<file path="src/rtl/fft_pkg.sv">
// Shared types and helpers for the FFT butterfly datapath.
// BFLY_ROUND_EN selects round-half-up scaling; otherwise scaling truncates toward -inf.
package fft_pkg;

  typedef enum logic [1:0] {StIdle, StRun, StDrain} bfly_state_t;

  // Counter width that stays legal (>=1 bit) for tiny frame lengths.
  function automatic int unsigned clog2_min1(input int unsigned n);
    int unsigned w;
    w = (n <= 2) ? 1 : $clog2(n);
    return w;
  endfunction

  // Operands arrive sign-extended to 64 bits; callers keep the low WIDTH+1 bits.
  function automatic logic signed [63:0] bfly_scale(input logic signed [63:0] x,
                                                    input logic en);
    if (!en) return x;
`ifdef BFLY_ROUND_EN
    return (x + 64'sd1) >>> 1;
`else
    return x >>> 1;
`endif
  endfunction

endpackage

</file>
<file path="src/rtl/bfly_lane.sv">
// One butterfly lane: combinational a+b and a-b with optional /2 scaling.
// Rounding behaviour follows BFLY_ROUND_EN through fft_pkg::bfly_scale.
module bfly_lane
  import fft_pkg::*;
#(
  parameter int unsigned WIDTH = 12
) (
  input  logic signed [WIDTH-1:0] a_re_i,
  input  logic signed [WIDTH-1:0] a_im_i,
  input  logic signed [WIDTH-1:0] b_re_i,
  input  logic signed [WIDTH-1:0] b_im_i,
  input  logic                    scale_i,
  output logic signed [WIDTH:0]   sum_re_o,
  output logic signed [WIDTH:0]   sum_im_o,
  output logic signed [WIDTH:0]   diff_re_o,
  output logic signed [WIDTH:0]   diff_im_o
);

  localparam int unsigned OW = WIDTH + 1;

  // Wide signed arithmetic cannot overflow; the scaled or unscaled result fits in WIDTH+1 bits.
  assign sum_re_o  = OW'(bfly_scale(64'(a_re_i) + 64'(b_re_i), scale_i));
  assign sum_im_o  = OW'(bfly_scale(64'(a_im_i) + 64'(b_im_i), scale_i));
  assign diff_re_o = OW'(bfly_scale(64'(a_re_i) - 64'(b_re_i), scale_i));
  assign diff_im_o = OW'(bfly_scale(64'(a_im_i) - 64'(b_im_i), scale_i));

endmodule

</file>
<file path="src/rtl/bfly_stage_hs.sv">
// Radix-2 butterfly stage with valid/ready handshake, frame tracking and frame-done pulse.
// Scaling rounding mode is selected by BFLY_ROUND_EN (see fft_pkg).
module bfly_stage_hs
  import fft_pkg::*;
#(
  parameter int unsigned WIDTH     = 12,
  parameter int unsigned NUM_PAIR  = 16,
  parameter int unsigned FRAME_LEN = 4
) (
  input  logic                               clk,
  input  logic                               rstn,
  input  logic                               in_valid_i,
  output logic                               in_ready_o,
  input  logic                               scale_en_i,
  input  logic [NUM_PAIR-1:0][WIDTH-1:0]     a_re_i,
  input  logic [NUM_PAIR-1:0][WIDTH-1:0]     a_im_i,
  input  logic [NUM_PAIR-1:0][WIDTH-1:0]     b_re_i,
  input  logic [NUM_PAIR-1:0][WIDTH-1:0]     b_im_i,
  output logic                               out_valid_o,
  input  logic                               out_ready_i,
  output logic [NUM_PAIR-1:0][WIDTH:0]       sum_re_o,
  output logic [NUM_PAIR-1:0][WIDTH:0]       sum_im_o,
  output logic [NUM_PAIR-1:0][WIDTH:0]       diff_re_o,
  output logic [NUM_PAIR-1:0][WIDTH:0]       diff_im_o,
  output logic                               out_last_o,
  output logic                               frame_done_o
);

  localparam int unsigned    CW       = clog2_min1(FRAME_LEN);
  localparam logic [CW-1:0]  LastBeat = CW'(FRAME_LEN - 1);

  typedef logic [NUM_PAIR-1:0][WIDTH:0] vec_t;

  bfly_state_t   state_q, state_d;
  logic [CW-1:0] cnt_q, cnt_d;
  logic          scale_q, scale_d;
  logic          out_valid_q, out_valid_d;
  logic          out_last_q, out_last_d;
  logic          frame_done_q, frame_done_d;
  vec_t          sum_re_q, sum_im_q, diff_re_q, diff_im_q;
  vec_t          sum_re_w, sum_im_w, diff_re_w, diff_im_w;
  logic          in_hs, out_hs, beat_scale;

  assign in_ready_o = rstn & (~out_valid_q | out_ready_i);
  assign in_hs      = in_valid_i & in_ready_o;
  assign out_hs     = out_valid_q & out_ready_i;
  // The first beat of a frame uses scale_en directly; later beats use the latched value.
  assign beat_scale = (state_q == StRun) ? scale_q : scale_en_i;

  for (genvar p = 0; p < NUM_PAIR; p++) begin : g_lane
    bfly_lane #(
      .WIDTH (WIDTH)
    ) u_lane (
      .a_re_i    (a_re_i[p]),
      .a_im_i    (a_im_i[p]),
      .b_re_i    (b_re_i[p]),
      .b_im_i    (b_im_i[p]),
      .scale_i   (beat_scale),
      .sum_re_o  (sum_re_w[p]),
      .sum_im_o  (sum_im_w[p]),
      .diff_re_o (diff_re_w[p]),
      .diff_im_o (diff_im_w[p])
    );
  end

  always_comb begin
    state_d      = state_q;
    cnt_d        = cnt_q;
    scale_d      = scale_q;
    out_valid_d  = out_valid_q & ~out_hs;
    out_last_d   = out_last_q;
    frame_done_d = out_hs & out_last_q;
    unique case (state_q)
      StIdle, StDrain: begin
        if (state_q == StDrain && out_hs) state_d = StIdle;
        if (in_hs) begin
          state_d = StRun;
          scale_d = scale_en_i;
          cnt_d   = CW'(1);
        end
      end
      StRun: begin
        if (in_hs) begin
          if (cnt_q == LastBeat) begin
            state_d = StDrain;
            cnt_d   = '0;
          end else begin
            cnt_d = cnt_q + CW'(1);
          end
        end
      end
      default: state_d = StIdle;
    endcase
    if (in_hs) begin
      out_valid_d = 1'b1;
      out_last_d  = (state_q == StRun) && (cnt_q == LastBeat);
    end
  end

  always_ff @(posedge clk or negedge rstn) begin
    if (!rstn) begin
      state_q      <= StIdle;
      cnt_q        <= '0;
      scale_q      <= 1'b0;
      out_valid_q  <= 1'b0;
      out_last_q   <= 1'b0;
      frame_done_q <= 1'b0;
      sum_re_q     <= '0;
      sum_im_q     <= '0;
      diff_re_q    <= '0;
      diff_im_q    <= '0;
    end else begin
      state_q      <= state_d;
      cnt_q        <= cnt_d;
      scale_q      <= scale_d;
      out_valid_q  <= out_valid_d;
      out_last_q   <= out_last_d;
      frame_done_q <= frame_done_d;
      if (in_hs) begin
        sum_re_q  <= sum_re_w;
        sum_im_q  <= sum_im_w;
        diff_re_q <= diff_re_w;
        diff_im_q <= diff_im_w;
      end
    end
  end

  assign out_valid_o  = out_valid_q;
  assign out_last_o   = out_last_q;
  assign frame_done_o = frame_done_q;
  assign sum_re_o     = sum_re_q;
  assign sum_im_o     = sum_im_q;
  assign diff_re_o    = diff_re_q;
  assign diff_im_o    = diff_im_q;

endmodule

</file>
<file path="config.mk">
export PLATFORM = sky130hd
export DESIGN_NAME = bfly_stage_hs
export DESIGN_NICKNAME = d
export VERILOG_FILES = /design/src/rtl/fft_pkg.sv /design/src/rtl/bfly_lane.sv /design/src/rtl/bfly_stage_hs.sv
export SDC_FILE = /design/constraint.sdc
export NUM_CORES = 2
export LEC_CHECK = 0
export BUFFER_PORTS_ARGS = -buffer_cell sky130_fd_sc_hd__buf_4
export CORE_AREA = 5 5 632 634
export DETAILED_ROUTE_END_ITERATION = 12
export DIE_AREA = 0 0 637 639
export HOLD_SLACK_MARGIN = 0.1
export PLACE_DENSITY_LB_ADDON = 0.08
export SLEW_MARGIN = 0
export SYNTH_ARGS = -nofsm -noshare
export SYNTH_HDL_FRONTEND = slang
export SYNTH_SLANG_ARGS = --single-unit
</file>
<file path="constraint.sdc">
create_clock -name clk -period 6 [get_ports clk]
set_input_delay 0.3 -clock clk [delete_from_list [all_inputs] [get_ports clk]]
set_output_delay 0.3 -clock clk [all_outputs]
set_load 0.1 [all_outputs]
</file>
After elaboration in Yosys (flattened, before gate mapping)
Index checks and enable logic that the tools add are counted.
Widths: inputs -> output; s select.
- flip-flop bits (word level): 840
- input bits: 773
- output and inout bits: 836
- word-level logic and storage cells: 233
- add/sub/neg operators: 65
- equal/unequal tests: 7
- multiplexer cells: 75
- bitwise operators: 8
- reductions and logical operators: 8
- operators by type and width (operator ; number):
    $mux 12 ; 64
    $add 12x12->13 ; 32
    $sub 12x12->13 ; 32
    $mux 2 ; 7
    $pmux 2 s2 ; 2
    $reduce_and 3->1 ; 2
    $and 1x1->1 ; 5
    $eq 2x2->1 const B ; 2
    $ne 2x2->1 const B ; 2
    $ne 3x3->1 const B ; 1
    $add 2x1->2 const B ; 1
    $eq 2x1->1 const B ; 1
    $logic_and 1x1->1 ; 2
    $logic_not 2->1 ; 1
    $mux 1 ; 2
    $ne 2x1->1 const B ; 1
    $not 1->1 ; 2
    $reduce_and 2->1 ; 1
    $reduce_bool 2->1 ; 1
    $reduce_or 2->1 ; 1
    $or 1x1->1 ; 1

Depth between registers and ports, before layout
- word-level depth: 6
- gate-level depth with buffers: 11
- mapped depth without buffers: 11

By module
From an unflattened synthesis, not the netlist that was laid out.
- cell total of the unflattened synthesis: 8219
- area total of the unflattened synthesis: 78332.6 um2
- by module, submodules not included (module ; times used ; cells each ; area an instance (um2) ; seq. area each (um2)):
    bfly_stage_hs ; 1 ; 1790 ; 32862.8 ; 21020.2
    bfly_lane at g_lane[3].u_lane ... ; 7 ; 407 ; 2877.8 ; 0.0
    bfly_lane at g_lane[10].u_lane ... ; 5 ; 399 ; 2793.9 ; 0.0
    bfly_lane at g_lane[11].u_lane ... ; 2 ; 377 ; 2710.1 ; 0.0
    bfly_lane at g_lane[0].u_lane ; 1 ; 431 ; 3005.4 ; 0.0
    bfly_lane at g_lane[2].u_lane ; 1 ; 400 ; 2930.3 ; 0.0

Least setup slack after synthesis
No wires, ideal clock.
- path kind: reg-to-reg
- from: register out_valid_q, in the netlist out_valid_o
- to: register diff_im_q (netlist bit diff_im_o[167])
- library setup time: 0.087 ns
- arrival time: 3.084 ns
- required time: 5.913 ns
- setup slack: 2.829 ns
- stages on the path, launching flop included: 10
- path buffers: 3
- period minus slack after synthesis: 3.171 ns
- cell sequence: dfrtp_1 > nand2b_1 > and2_1 > nand2_1 > buf_2 > nor2_2 > buf_2 > clkbuf_1 > o21ai_0 > o211ai_1
- longest elaborated chain between the ends: 4
- ends and longest elaborated chain (what ; line ; source):
    start: declaration ; bfly_stage_hs.sv:37 ; logic out_valid_q, out_valid_d;
    start signal: assignment ; bfly_stage_hs.sv:116 ; out_valid_q <= out_valid_d;
    $not 1->1 ; bfly_stage_hs.sv:44 ; assign in_ready_o = rstn & (~out_valid_q | out_ready_i);
    $or 1x1->1 ; bfly_stage_hs.sv:44 ;
    $and 1x1->1 ; bfly_stage_hs.sv:44 ;
    named net in_ready_o ; bfly_stage_hs.sv:13 ; output logic in_ready_o,
    $and 1x1->1 ; bfly_stage_hs.sv:45 ; assign in_hs = in_valid_i & in_ready_o;
    end signal: assignment ; bfly_stage_hs.sv:123 ; diff_im_q <= diff_im_w;
    end: declaration ; bfly_stage_hs.sv:40 ; vec_t sum_re_q, sum_im_q, diff_re_q, diff_im_q;
The timed path passes the listed nets, and every way through them passes these cells.
A chain may end at the register's enable or synchronous reset.

Worst setup path after layout
- from: input b_re_i[84] (netlist bit)
- to: register sum_re_q (netlist bit sum_re_o[102])
- longest elaborated chain between the ends: 2
- ends and longest elaborated chain (what ; line ; source):
    start: declaration ; bfly_stage_hs.sv:17 ; input logic [NUM_PAIR-1:0][WIDTH-1:0] b_re_i,
    $add 12x12->13 ; bfly_lane.sv:22 ; assign sum_re_o = OW'(bfly_scale(64'(a_re_i) + 64'(b_re_i), scale_i));
    $mux 12 ; fft_pkg.sv:21 ; return x >>> 1;
    end signal: assignment ; bfly_stage_hs.sv:120 ; sum_re_q <= sum_re_w;
    end: declaration ; bfly_stage_hs.sv:40 ;
No other way between the ends.

==> results.ini <==
[global_routing]
antenna_found_initial = 143
grt_usage = 0.196
grt_start_max_net_pins = 166
grt_first_pass_wirelength_um = 580000
gr-total-overflow = 0
grt_pass1_vias = 71729

[placed_design]
finalWeightedCongestion = 0.877
placed_area_um2 = 87200
port_buffers = 1608
dp_hpwl_um = 337000

[worst_setup_path]
crit_arrival_ns = 4.29
path_buf_inv = 4
worstSetupPathType = input pin to flip-flop
max_stage_delay_ns = 0.59
r2r_cells = 6
endpoint_kind = flip-flop
cp_slowest_cell = dlygate4sd3_1
crit_top_cell = dlygate4sd3_1
worstReg2RegStart = state_q[1]
critPathMaxFanout = 3
rr_endpoint = sum_re_o[11]
crit_family = buffers and inverters
cp_data_required_time_ns = 6.76
reg2reg_setup_slack_ns = 2.51
crit_path_cell_trace = dlygate4sd3_1 -> buf_4 -> ha_1 -> fa_1 -> nor2b_1 -> o21a_1 -> nor3_1 -> o31ai_1 -> a21oi_1 -> a21oi_1 -> dlygate4sd3_1 -> a221oi_1 -> dlygate4sd3_1
worstSetupStartpointType = input pin

[sta]
finalMaxSlewViolations = 0
fmax_ghz = 0.283
tns_ns = 0
hold_viol_final = 0
relSlewSlack = 0.310
tightest_slew_ns = 1.03
timing.final.crit_share = 0.588
rsz0062_at_grt = no
finalSetupViolations = 0
finClkSkew_ns = 0.0323
period_needed_ns = 3.53

[logic_synthesis]
yosysTopAreaCell = dfrtp_1
yosysUniqueCellTypes = 101
synth_area_um2 = 70000
synthFlopType = dfrtp_1
syn_inst = 8560
synth.area.top_cells = dfrtp_1, ha_1, nand2_1, xnor2_1, nor2_1
synth_area_per_cell_um2 = 8.18
synth_edf_count = 0
yosysSeqAreaShare = 0.300
ys.warnings.count = 0
yosysTopAreaCellShare = 0.300
synthesis.nets = 10166
async_reset_ff_frac = 1.00
ys_seq_elements = 840

[layout]
layout-drive-gt1-share = 0.191
post-route-util = 0.246
syn_to_final_growth_pct = 38.4
fin_nets = 11940
finalInstanceArea_um2 = 96900

[floorplanning]
initial_core_util = 0.178
die_width_um = 637
die-area_um2 = 407000
num_rows = 231
io_pins = 1609
core_area_um2 = 394000
die_y_um = 639

[min_path]
hold_end = sum_re_o[181]
hold_start = b_re_i[167]
hold_path_class = input pin to flip-flop
worstHoldPathCells = 6

[outcome]
status = completed

[clocking]
h-tree-depth = 4
cts_buffers = 139
clock-sinks = 840
root_buffer = clkbuf_16
path_clk_slew_ns = 0.05
clkLatencyLatePin_ns = 0.84
clock_path_buffers = 4
ctsResizeCount = 0
cts_tree = done

[detailed_routing]
first_iter_violations = 3988
num_vias = 70403
totalWireLength_um = 417000
ant_nets = 0
wl_per_cell_um = 26.5
dr.pass1.iters = 7
drc = 0
avgViaCountPerCell = 4.48

[power]
vdd_drop_max_v = 0.000407
leakagePower_nw = 44.9
p_per_area_nw_per_um2 = 568

[flow_run]
max_cap_viol_count = 0

[registers in the layout, indices dropped and copies added, names as in the netlist]
register	cells
frame_done_o	1
diff_re_o	208
out_valid_o	1
sum_im_o	208
sum_re_o	208
diff_im_o	208
state_q	2
cnt_q	2
out_last_o	1
scale_q	1
[logic make-up after synthesis]
kind of cell,share of synthesized area
xor+xnor,0.0708
compound gates,0.229
flops,0.300
simple gates,0.160
buf+inv,0.0666
fa+ha+maj,0.156
mux,0.0171
[layer usage]
layer,global-route usage,vias up,share of wire,wire (um)
met5,0,-,0.00084,351
met4,0.0597,54,0.034,14100
met3,0.0468,565,0.057,23600
met2,0.346,1719,0.49,205000
met1,0.235,34827,0.42,174000
li1,-,33238,-,-
[area by class of cell]
type | count | area, um^2
Fill cell | 43548 | 297000
Multi-Input combinational cell | 6525 | 44400
Sequential cell | 840 | 21000
Timing Repair Buffer | 2173 | 17800
Tap cell | 5242 | 6560
Clock buffer | 198 | 4050
Inverter | 655 | 2460
Clock inverter | 40 | 527
Antenna cell | 39 | 97.6
[cell usage after synthesis, drive strengths merged (11+ instances only)]
master	number
a21o	93
buf	154
ha	769
nor3	137
and2	13
a221o	40
a2bb2oi	12
o21a	119
a2111oi	12
xor2	142
a311oi	16
nand2	1017
or2	45
nand3	50
a211o	13
nor2b	170
a31oi	216
clkbuf	386
o31a	73
nor3b	11
mux2	49
o211ai	49
dfrtp	840
inv	654
a21boi	16
o311ai	13
nor4	33
o22ai	23
a21oi	544
a22oi	102
xnor2	421
nand2b	124
o41ai	28
o32ai	14
o31ai	60
and3	19
o21bai	79
nor2	839
or3	58
o21ai	621
a221oi	38
o221ai	151
fa	64
a211oi	50
mux2i	64
[how the worst max path moves through the flow]
stage,cells past startpoint,startpoint,to
global placement,6,state_q[1],diff_re_o[206]
detailed placement,6,state_q[1],sum_re_o[127]
finish,13,b_re_i[84],sum_re_o[102]
floorplan,9,out_valid_o,diff_im_o[167]
global route,9,state_q[1],sum_re_o[193]
CTS,6,state_q[1],sum_re_o[11]
[tightest hold or removal path, delay by kind of cell]
kind | cells | cell delay (ns)
AOI/OAI and AO/OA | 2 | 0.26
and+or+nand+nor | 2 | 0.14
buffers and inverters | 1 | 0.09
adders and majority gates | 1 | 0.19
[metrics by stage]
step / std cells / hold WS, ns / power, mW / setup WS (ns)
floorplan: 8560 / 0.00441 / 34.7 / 2.83
global placement: 14930 / 0.454 / 46.5 / 2.68
detailed placement: 14930 / 0.458 / 46.5 / 2.64
CTS: 15673 / 0.100 / 56.1 / 2.42
global route: 15697 / 0.155 / 57.5 / 2.27
finish: 15712 / 0.170 / 55.0 / 2.47
[cell usage in the layout, fill, tap and decap left out, types with 418 or more instances in the layout]
cell type / Yosys / final
o21ai_0: 452 / 452
dfrtp_1: 840 / 840
ha_1: 769 / 769
nor2_1: 837 / 837
nand2_1: 1016 / 1014
xnor2_1: 418 / 418
buf_4: 6 / 1649
a21oi_1: 543 / 543
dlygate4sd3_1: 0 / 505
inv_1: 644 / 644
[report_power, final]
part	internal (mW)	switching (mW)	total, mW
combinational	7.54	28.8	36.3
sequential	8.12	2.01	10.1
clock	5.13	3.44	8.57
total	20.8	34.3	55.0
[timing repair]
action / CTS / global route
hold buffers: 505 / 0
buffers inserted: 0 / 0
endpoints found under the hold margin: 558 / 0
setup endpoints to repair: 0 / 0
(Power assumes the default switching activity.)
